<file path="config.mk">
export PLATFORM = sky130hd
export DESIGN_NAME = functional_issue_ctrl
export DESIGN_NICKNAME = d
export VERILOG_FILES = /design/src/rtl/functional_issue_ctrl_pkg.sv /design/src/rtl/functional_instr_fifo.sv /design/src/rtl/functional_issue_ctrl.sv
export SDC_FILE = /design/constraint.sdc
export NUM_CORES = 1
export LEC_CHECK = 0
export ABC_CLOCK_PERIOD_IN_PS = 2370
export CORE_MARGIN = 8
export CORE_UTILIZATION = 55
export CTS_BUF_LIST = sky130_fd_sc_hd__clkbuf_2
export DETAILED_ROUTE_END_ITERATION = 8
export PLACE_DENSITY = 0.87
export SYNTH_ARGS = -nofsm -noshare
export SYNTH_HDL_FRONTEND = slang
export SYNTH_SLANG_ARGS = --single-unit
</file>
<file path="constraint.sdc">
create_clock -name clk -period 2.37 [get_ports clk]
set_clock_uncertainty 0.15 [all_clocks]
set_input_delay 0.474 -clock clk [delete_from_list [all_inputs] [get_ports clk]]
set_output_delay 0.474 -clock clk [all_outputs]
set_load 0.02 [all_outputs]
</file>
<file path="src/rtl/functional_issue_ctrl_pkg.sv">
// Shared defaults and FSM state encoding for the Functional-unit issue controller.
`default_nettype none

package functional_issue_ctrl_pkg;

   localparam int DEF_DEPTH = 4;
   localparam int DEF_W     = 2;
   localparam int DEF_IW    = 2;

   typedef enum logic [1:0] {
      ST_IDLE  = 2'd0,
      ST_ISSUE = 2'd1,
      ST_HOLD  = 2'd2
   } state_t;

endpackage

`default_nettype wire

</file>
<file path="src/rtl/functional_instr_fifo.sv">
// Instruction FIFO for the issue controller: DEPTH entries, power-of-2 pointers wrap naturally.
`default_nettype none

module functional_instr_fifo #(
   parameter int DEPTH = 4,
   parameter int DW    = 7
) (
   input  logic          clk,
   input  logic          rst_n,
   input  logic          push,
   input  logic          pop,
   input  logic [DW-1:0] wdata,
   output logic [DW-1:0] rdata,
   output logic          full,
   output logic          empty
);

   localparam int AW = $clog2(DEPTH);
   localparam logic [AW:0] FULL_CNT = (AW+1)'(DEPTH);

   logic [DW-1:0] mem_q [DEPTH];
   logic [AW-1:0] wr_ptr_q, wr_ptr_d;
   logic [AW-1:0] rd_ptr_q, rd_ptr_d;
   logic [AW:0]   count_q, count_d;
   logic          push_ok, pop_ok;

   assign full    = (count_q == FULL_CNT);
   assign empty   = (count_q == '0);
   assign push_ok = push & ~full;
   assign pop_ok  = pop & ~empty;
   assign rdata   = mem_q[rd_ptr_q];

   always_comb begin
      wr_ptr_d = wr_ptr_q;
      rd_ptr_d = rd_ptr_q;
      count_d  = count_q;
      if (push_ok) wr_ptr_d = wr_ptr_q + 1'b1;
      if (pop_ok)  rd_ptr_d = rd_ptr_q + 1'b1;
      case ({push_ok, pop_ok})
         2'b10:   count_d = count_q + 1'b1;
         2'b01:   count_d = count_q - 1'b1;
         default: count_d = count_q;
      endcase
   end

   always_ff @(posedge clk or negedge rst_n) begin
      if (!rst_n) begin
         wr_ptr_q <= '0;
         rd_ptr_q <= '0;
         count_q  <= '0;
      end else begin
         wr_ptr_q <= wr_ptr_d;
         rd_ptr_q <= rd_ptr_d;
         count_q  <= count_d;
      end
   end

   // Storage carries no reset; validity is tracked entirely by count/pointers.
   always_ff @(posedge clk) begin
      if (push_ok) mem_q[wr_ptr_q] <= wdata;
   end

endmodule

`default_nettype wire

</file>
<file path="src/rtl/functional_issue_ctrl.sv">
// Issue stage for the 2-bit Functional unit: FIFO-buffered ops, one settle cycle, valid/ready result.
// Optional FUNC_ACC_FWD_EN: fwd=1 instructions take operand A from the last captured result.
`default_nettype none

module functional_issue_ctrl
   import functional_issue_ctrl_pkg::*;
#(
   parameter int DEPTH = DEF_DEPTH,
   parameter int W     = DEF_W,
   parameter int IW    = DEF_IW
) (
   input  logic              clk,
   input  logic              rst_n,
   input  logic              in_valid,
   output logic              in_ready,
   input  logic [IW+2*W:0]   in_instr,
   output logic [W-1:0]      fu_a,
   output logic [W-1:0]      fu_b,
   output logic [IW-1:0]     fu_i,
   input  logic [W-1:0]      fu_f,
   output logic              res_valid,
   input  logic              res_ready,
   output logic [W-1:0]      res_data,
   output logic [IW-1:0]     res_op,
   output logic              busy
);

   localparam int IR_W    = IW + 2*W + 1;
   localparam int B_LSB   = 0;
   localparam int A_LSB   = W;
   localparam int I_LSB   = 2*W;
   localparam int FWD_BIT = IW + 2*W;

   state_t          state_q, state_d;
   logic [W-1:0]    fu_a_q, fu_a_d;
   logic [W-1:0]    fu_b_q, fu_b_d;
   logic [IW-1:0]   fu_i_q, fu_i_d;
   logic            res_valid_q, res_valid_d;
   logic [W-1:0]    res_data_q, res_data_d;
   logic [IW-1:0]   res_op_q, res_op_d;

   logic [IR_W-1:0] head;
   logic            fifo_full, fifo_empty, load;
   logic [W-1:0]    head_a;

   functional_instr_fifo #(
      .DEPTH (DEPTH),
      .DW    (IR_W)
   ) u_fifo (
      .clk   (clk),
      .rst_n (rst_n),
      .push  (in_valid & in_ready),
      .pop   (load),
      .wdata (in_instr),
      .rdata (head),
      .full  (fifo_full),
      .empty (fifo_empty)
   );

`ifdef FUNC_ACC_FWD_EN
   assign head_a = head[FWD_BIT] ? res_data_q : head[A_LSB +: W];
`else
   logic w_unused_fwd;
   assign w_unused_fwd = head[FWD_BIT];
   assign head_a       = head[A_LSB +: W];
`endif

   always_comb begin
      state_d     = state_q;
      fu_a_d      = fu_a_q;
      fu_b_d      = fu_b_q;
      fu_i_d      = fu_i_q;
      res_valid_d = res_valid_q;
      res_data_d  = res_data_q;
      res_op_d    = res_op_q;
      load        = 1'b0;
      case (state_q)
         ST_IDLE: begin
            if (!fifo_empty) load = 1'b1;
         end
         ST_ISSUE: begin
            res_data_d  = fu_f;
            res_op_d    = fu_i_q;
            res_valid_d = 1'b1;
            state_d     = ST_HOLD;
         end
         ST_HOLD: begin
            if (res_ready) begin
               res_valid_d = 1'b0;
               if (!fifo_empty) load = 1'b1;
               else             state_d = ST_IDLE;
            end
         end
         default: state_d = ST_IDLE;
      endcase
      // A pop always launches a fresh op; fu_* otherwise hold their last values.
      if (load) begin
         fu_a_d  = head_a;
         fu_b_d  = head[B_LSB +: W];
         fu_i_d  = head[I_LSB +: IW];
         state_d = ST_ISSUE;
      end
   end

   always_ff @(posedge clk or negedge rst_n) begin
      if (!rst_n) begin
         state_q     <= ST_IDLE;
         fu_a_q      <= '0;
         fu_b_q      <= '0;
         fu_i_q      <= '0;
         res_valid_q <= 1'b0;
         res_data_q  <= '0;
         res_op_q    <= '0;
      end else begin
         state_q     <= state_d;
         fu_a_q      <= fu_a_d;
         fu_b_q      <= fu_b_d;
         fu_i_q      <= fu_i_d;
         res_valid_q <= res_valid_d;
         res_data_q  <= res_data_d;
         res_op_q    <= res_op_d;
      end
   end

   assign in_ready  = ~fifo_full;
   assign fu_a      = fu_a_q;
   assign fu_b      = fu_b_q;
   assign fu_i      = fu_i_q;
   assign res_valid = res_valid_q;
   assign res_data  = res_data_q;
   assign res_op    = res_op_q;
   assign busy      = (state_q != ST_IDLE) | ~fifo_empty;

endmodule

`default_nettype wire

</file>
Word-level counts from Yosys, hierarchy flattened

Memory sizes are Yosys's and may differ from the RTL's. A register that Yosys moved wholly into a read port is not among the register bits.
Index checks and enable logic that the tools add are counted.

Bits in registers: 14
Latch bits: 0
RAM bits: 28
Bits in read-only memories: 0
Input bits: 13
Output and inout port bits: 13
Word-level logic and storage cells: 47
Memories kept: 1

Memories:

| memory       | depth | width | read ports | clocked after memory_dff | wr ports | line                        | source |
|---|---|---|---|---|---|---|---|
| u_fifo.mem_q | 4     | 7     | 1          | 1                        | 1        | functional_instr_fifo.sv:21 | `logic [DW-1:0] mem_q [DEPTH];` |

$add $sub $neg: 4
$mul: 0
Divide/modulo/power cells: 0
$lt $le $gt $ge: 0
Eq/ne operators: 9
Shift-type cells: 0
Mux-type cells: 12
Bitwise gates (word level): 6
Reduce and logical (&&, ||, !) cells: 8

Operator list:

| operator              | count |
|---|---|
| $mux W2               | 3 |
| $ne A3 B2 Y1 const B  | 2 |
| $pmux W2 S3           | 1 |
| $pmux W3 S2           | 1 |
| $reduce_bool A2 Y1    | 3 |
| $mux W1               | 5 |
| $add A2 B1 Y2 const B | 2 |
| $eq A2 B1 Y1 const B  | 2 |
| $eq A2 B2 Y1 const B  | 2 |
| $pmux W1 S2           | 2 |
| $add A3 B1 Y3 const B | 1 |
| $and A1 B1 Y1         | 3 |
| $eq A3 B3 Y1 const B  | 1 |
| $logic_not A3 Y1      | 1 |
| $reduce_and A3 Y1     | 1 |
| $sub A3 B1 Y3 const B | 1 |
| $logic_not A2 Y1      | 1 |
| $ne A2 B1 Y1 const B  | 1 |
| $ne A2 B2 Y1 const B  | 1 |
| $not A1 Y1            | 2 |
| $reduce_and A2 Y1     | 1 |
| $logic_not A1 Y1      | 1 |
| $or A1 B1 Y1          | 1 |

Longest topological paths before layout

Depth in word-level cells: 7
Mapped depth: 9
Depth with buffers taken out: 9

By module

A second synthesis with hierarchy kept.

Cells, all modules: 110
Area, all modules: 1969.4 µm²

By module, submodules not included:

| module                | instances | cells each | area each (µm²) |
|---|---|---|---|
| functional_instr_fifo | 1         | 74         | 1450.1 |
| functional_issue_ctrl | 1         | 36         | 519.2 |

Worst setup path after synthesis

No wires, ideal clock.

Path kind: reg-to-reg
From: register u_fifo.count_q[0]
To: register u_fifo.count_q[2]
Setup time: 79 ps
Arrival time: 2024 ps
Required time: 2141 ps
Setup slack: 116 ps
Stages on the path, launching flop included: 10
Period minus slack after synthesis: 2254 ps
Path through: dfrtp_1 > or3b_4 > and2_4 > inv_1 > ha_1 > inv_1 > fa_1 > xor2_1 > nor2_1 > xor2_1

RTL lines:

| item                                              | line                         | source |
|---|---|---|
| start, declared                                   | functional_instr_fifo.sv:24  | `logic [AW:0] count_q, count_d;` |
| start signal, assigned                            | functional_instr_fifo.sv:54  | `count_q <= count_d;` |
| $eq A3 B3 Y1 *                                    | functional_instr_fifo.sv:27  | `assign full = (count_q == FULL_CNT);` |
| $not A1 Y1 *                                      | functional_issue_ctrl.sv:125 | `assign in_ready = ~fifo_full;` |
| net in_ready                                      | functional_issue_ctrl.sv:15  | `output logic in_ready,` |
| $and A1 B1 Y1                                     | functional_issue_ctrl.sv:52  | `.push (in_valid & in_ready),` |
| $and A1 B1 Y1 *                                   | functional_instr_fifo.sv:29  | `assign push_ok = push & ~full;` |
| $eq A2 B1 Y1 or $eq A2 B2 Y1 (tied branches)      | functional_instr_fifo.sv:39  | `case ({push_ok, pop_ok})` |
| $pmux W3 S2 or $reduce_bool A2 Y1 (tied branches) | -                            |  |

The timed path passes the listed nets; every way through them passes the cells marked *.
A chain may end at the register's enable or synchronous reset.

Worst setup path in the final report

From: register u_fifo.count_q[0]
To: output port busy

Cells in the longest elaborated chain, start to end: 3

Ends and longest elaborated chain:

| item             | line                         | source |
|---|---|---|
| $logic_not A3 Y1 | functional_instr_fifo.sv:28  | `assign empty = (count_q == '0);` |
| $not A1 Y1       | functional_issue_ctrl.sv:132 | `assign busy = (state_q != ST_IDLE) \| ~fifo_empty;` |
| $or A1 B1 Y1     | functional_issue_ctrl.sv:132 |  |
| end, declared    | functional_issue_ctrl.sv:25  | `output logic busy` |

No other way between the ends.

==> metrics.md <==
| Metric | Value |
|---|---|
| # diodes | 0 |
| Die Area | 0.00536 sq mm |
| Buffers plus inverters on the worst setup path | 2 |
| First drt pass iteration count | 3 |
| Ratio of cells with drive above 1 in the final layout | 0.317 |
| Latest clock arrival within the worst-skew pair | 0.40 ns |
| Post-synth top cells | edfxtp_1, dfrtp_1, mux2_2 |
| CTS tree | built |
| Total grt overflow | 0 |
| Largest delay share family, worst path | buffers and inverters |
| Lkg Pwr | 0.903 nW |
| Initial antenna violation count | 0 |
| Core area | 0.00308 sq mm |
| Area Overhead vs Synth | 25.2% |
| Worst-path clk slew | 0.22 ns |
| Htree depth | 2 |
| Reg-to-reg endpoint | u_fifo.count_q[2] |
| Seq/Total Area, Yosys | 0.678 |
| Crit. End Element | primary output |
| Worst Setup Slack, final | 0.124 ns |
| FFs w/ async S/R, synth | 0.455 |
| Final period util | 0.948 |
| Final Slew Violations | 0 |
| Vias per Instance | 5.17 |
| # clock sinks | 44 |
| Worst-path cell chain | buf_4 > nor3_4 > nand2_1 > dlygate4sd2_1 |
| Gr usage total | 0.122 |
| Final Hold Vio Count | 0 |
| Final non-filler cell total | 189 |
| CP max FO | 4 |
| Fin crit period | 2.25 ns |
| Top cell type's share of synthesized area | 0.400 |
| Least-Margin Pin Slew | 0.450 ns |
| Min-delay worst type | input port to asynchronous set/reset pin |
| R2r startpoint | u_fifo.count_q[2] |
| IO Port Bufs | 24 |
| First-pass GRT wire length | 4.87 mm |
| Rel. slew slack | 0.700 |
| Vias | 978 |
| Post-Syn Area | 0.00180 sq mm |
| FF-to-FF path depth | 9 |
| Slowest library cell on the worst path | dfrtp_1 |
| Largest net degree at the start of global routing | 21 |
| Max Freq | 0.445 GHz |
| RD Place Congestion | 0.726 |
| Cells after DPL | 175 |
| Clock buffer depth | 2 |
| #FFs+latches synth | 44 |
| Top-count cell post-synth | edfxtp_1 |
| Drt total wl | 3.00 mm |
| Cell Pwr Density | 1340 mW/mm^2 |
| Yosys warns | 0 |
| Synth cell types | 25 |
| Total power | 0.00303 W |
| Num CTS Buffers | 5 |
| Max Cap Violations | 0 |
| Status | completed |
| Area leader, netlist | edfxtp_1 |
| RSZ-0062 raised after global routing | no |
| Final setup vio count | 0 |
| Die W | 73.2 um |
| Dpl hpwl | 2.15 mm |
| Vias in the first global route | 1038 |
| Synth top area cells | edfxtp_1, dfrtp_1, mux4_2 |
| Dpl ws | -0.0663 ns |
| Starting Density | 0.585 |
| Syn Nets | 122 |
| Main synth FF type | edfxtp_1 |
| Row count | 20 |
| Register-to-register setup slack | 0.13 ns |
| Post-synth EDFFs | 24 |
| Max stage delay on crit path | 0.43 ns |
| DRC viols | 0 |
| Die height | 73.2 um |
| Critical Path AT | 1.62 ns |
| Wire length per cell | 15.9 um |
| Maximum VDD drop | 709 uV |
| Syn avg cell area | 17.5 sq um |
| CP required | 1.75 ns |
| Setup crit start kind | register |
| Fin nets | 163 |
| Initial drt markers | 28 |
| Cells after synthesis | 103 |
| Root Buffer | clkbuf_2 |
| Final ANT Viol Nets | 0 |
| I/O pin count | 26 |
| Critical path class | register to primary output |
[where the power goes]
group | total, W | internal, W | leakage, nW | switching, W
Clock | 0.000417 | 0.000177 | 0.0406 | 0.000240
Combinational | 0.00133 | 0.000738 | 0.408 | 0.000589
Sequential | 0.00128 | 0.00108 | 0.454 | 0.000198
Total | 0.00303 | 0.00200 | 0.903 | 0.00103
[placed cells by master (no fill, tap or decap), types with 2 or more instances in the layout]
| cell type | n |
|---|---|
| a21oi_1 | 2 |
| and3_2 | 4 |
| buf_4 | 12 |
| clkbuf_2 | 5 |
| clkdlybuf4s50_1 | 22 |
| dfrtp_1 | 20 |
| dlygate4sd2_1 | 2 |
| edfxtp_1 | 24 |
| ha_1 | 4 |
| inv_1 | 8 |
| mux2_2 | 10 |
| mux4_2 | 6 |
| nand2_1 | 2 |
| nor2_1 | 3 |
| nor3_4 | 2 |
| xnor2_1 | 2 |
| xor2_1 | 4 |
[per-layer routing]
layer | vias to the layer above | part of all wire | GRT usage
met3 | 2 | 0.076 | 0.0577
met2 | 26 | 0.53 | 0.211
met4 | 0 | 0.0047 | 0.0267
met5 | - | 0 | 0
li1 | 455 | - | -
met1 | 495 | 0.39 | 0.131
[final cells by class]
class                           count  area, sq um
Clock inverter                      3         42.5
Inverter                            8         30.0
Multi-Input combinational cell     49          552
Tap cell                           44         55.1
Timing Repair Buffer               36          328
Fill cell                         198          825
Sequential cell                    44         1220
Clock buffer                        5         25.0
[metrics by stage]
stage	area [sq um]	hold WS (ns)	util	TNS [ns]
final	2250	0.227	0.732	0
after global placement	2130	0.338	0.693	-0.0286
after detailed placement	2130	0.345	0.693	-0.0663
after global routing	2250	0.207	0.732	0
after floorplan	1800	0.0284	-	0
after CTS	2200	0.226	0.716	0
[logic make-up (layout without fill, tap and decap cells)]
group	after synthesis	count (layout)	synth area share
buffers and inverters	10	52	0.0215
XOR/XNOR	6	6	0.0292
multiplexers	18	18	0.151
AND/OR/NAND/NOR	16	16	0.0639
adder cells (fa/ha/maj)	6	6	0.0459
flip-flops	44	44	0.678
AO/OA/AOI/OAI	3	3	0.00973
[timing repair]
action | 4_1_cts | 5_1_grt
gates resized for setup | 3 | 2
pin swaps | 0 | 3
setup endpoints to repair | 2 | 1
setup buffers | 0 | 6
hold endpoints to repair | 0 | 0
hold buffers | 0 | 0
[state kept, by name (all words and copies together) (netlist names)]
signal,count
u_fifo.mem_q,24
fu_i,2
state_q,2
res_data,2
u_fifo.rd_ptr_q,2
u_fifo.wr_ptr_q,2
u_fifo.count_q,3
res_op,2
res_valid,1
fu_a,2
fu_b,2
[worst max path at each step]
stage,from,cells after the start,to
6_report,u_fifo.count_q[0],4,busy
5_1_grt,u_fifo.count_q[0],4,busy
4_1_cts,u_fifo.count_q[1],9,u_fifo.count_q[2]
3_5_place_dp,res_ready,9,u_fifo.count_q[2]
3_3_place_gp,res_ready,9,u_fifo.count_q[2]
2_1_floorplan,u_fifo.count_q[0],9,u_fifo.count_q[2]
(Power assumes the default switching activity.)
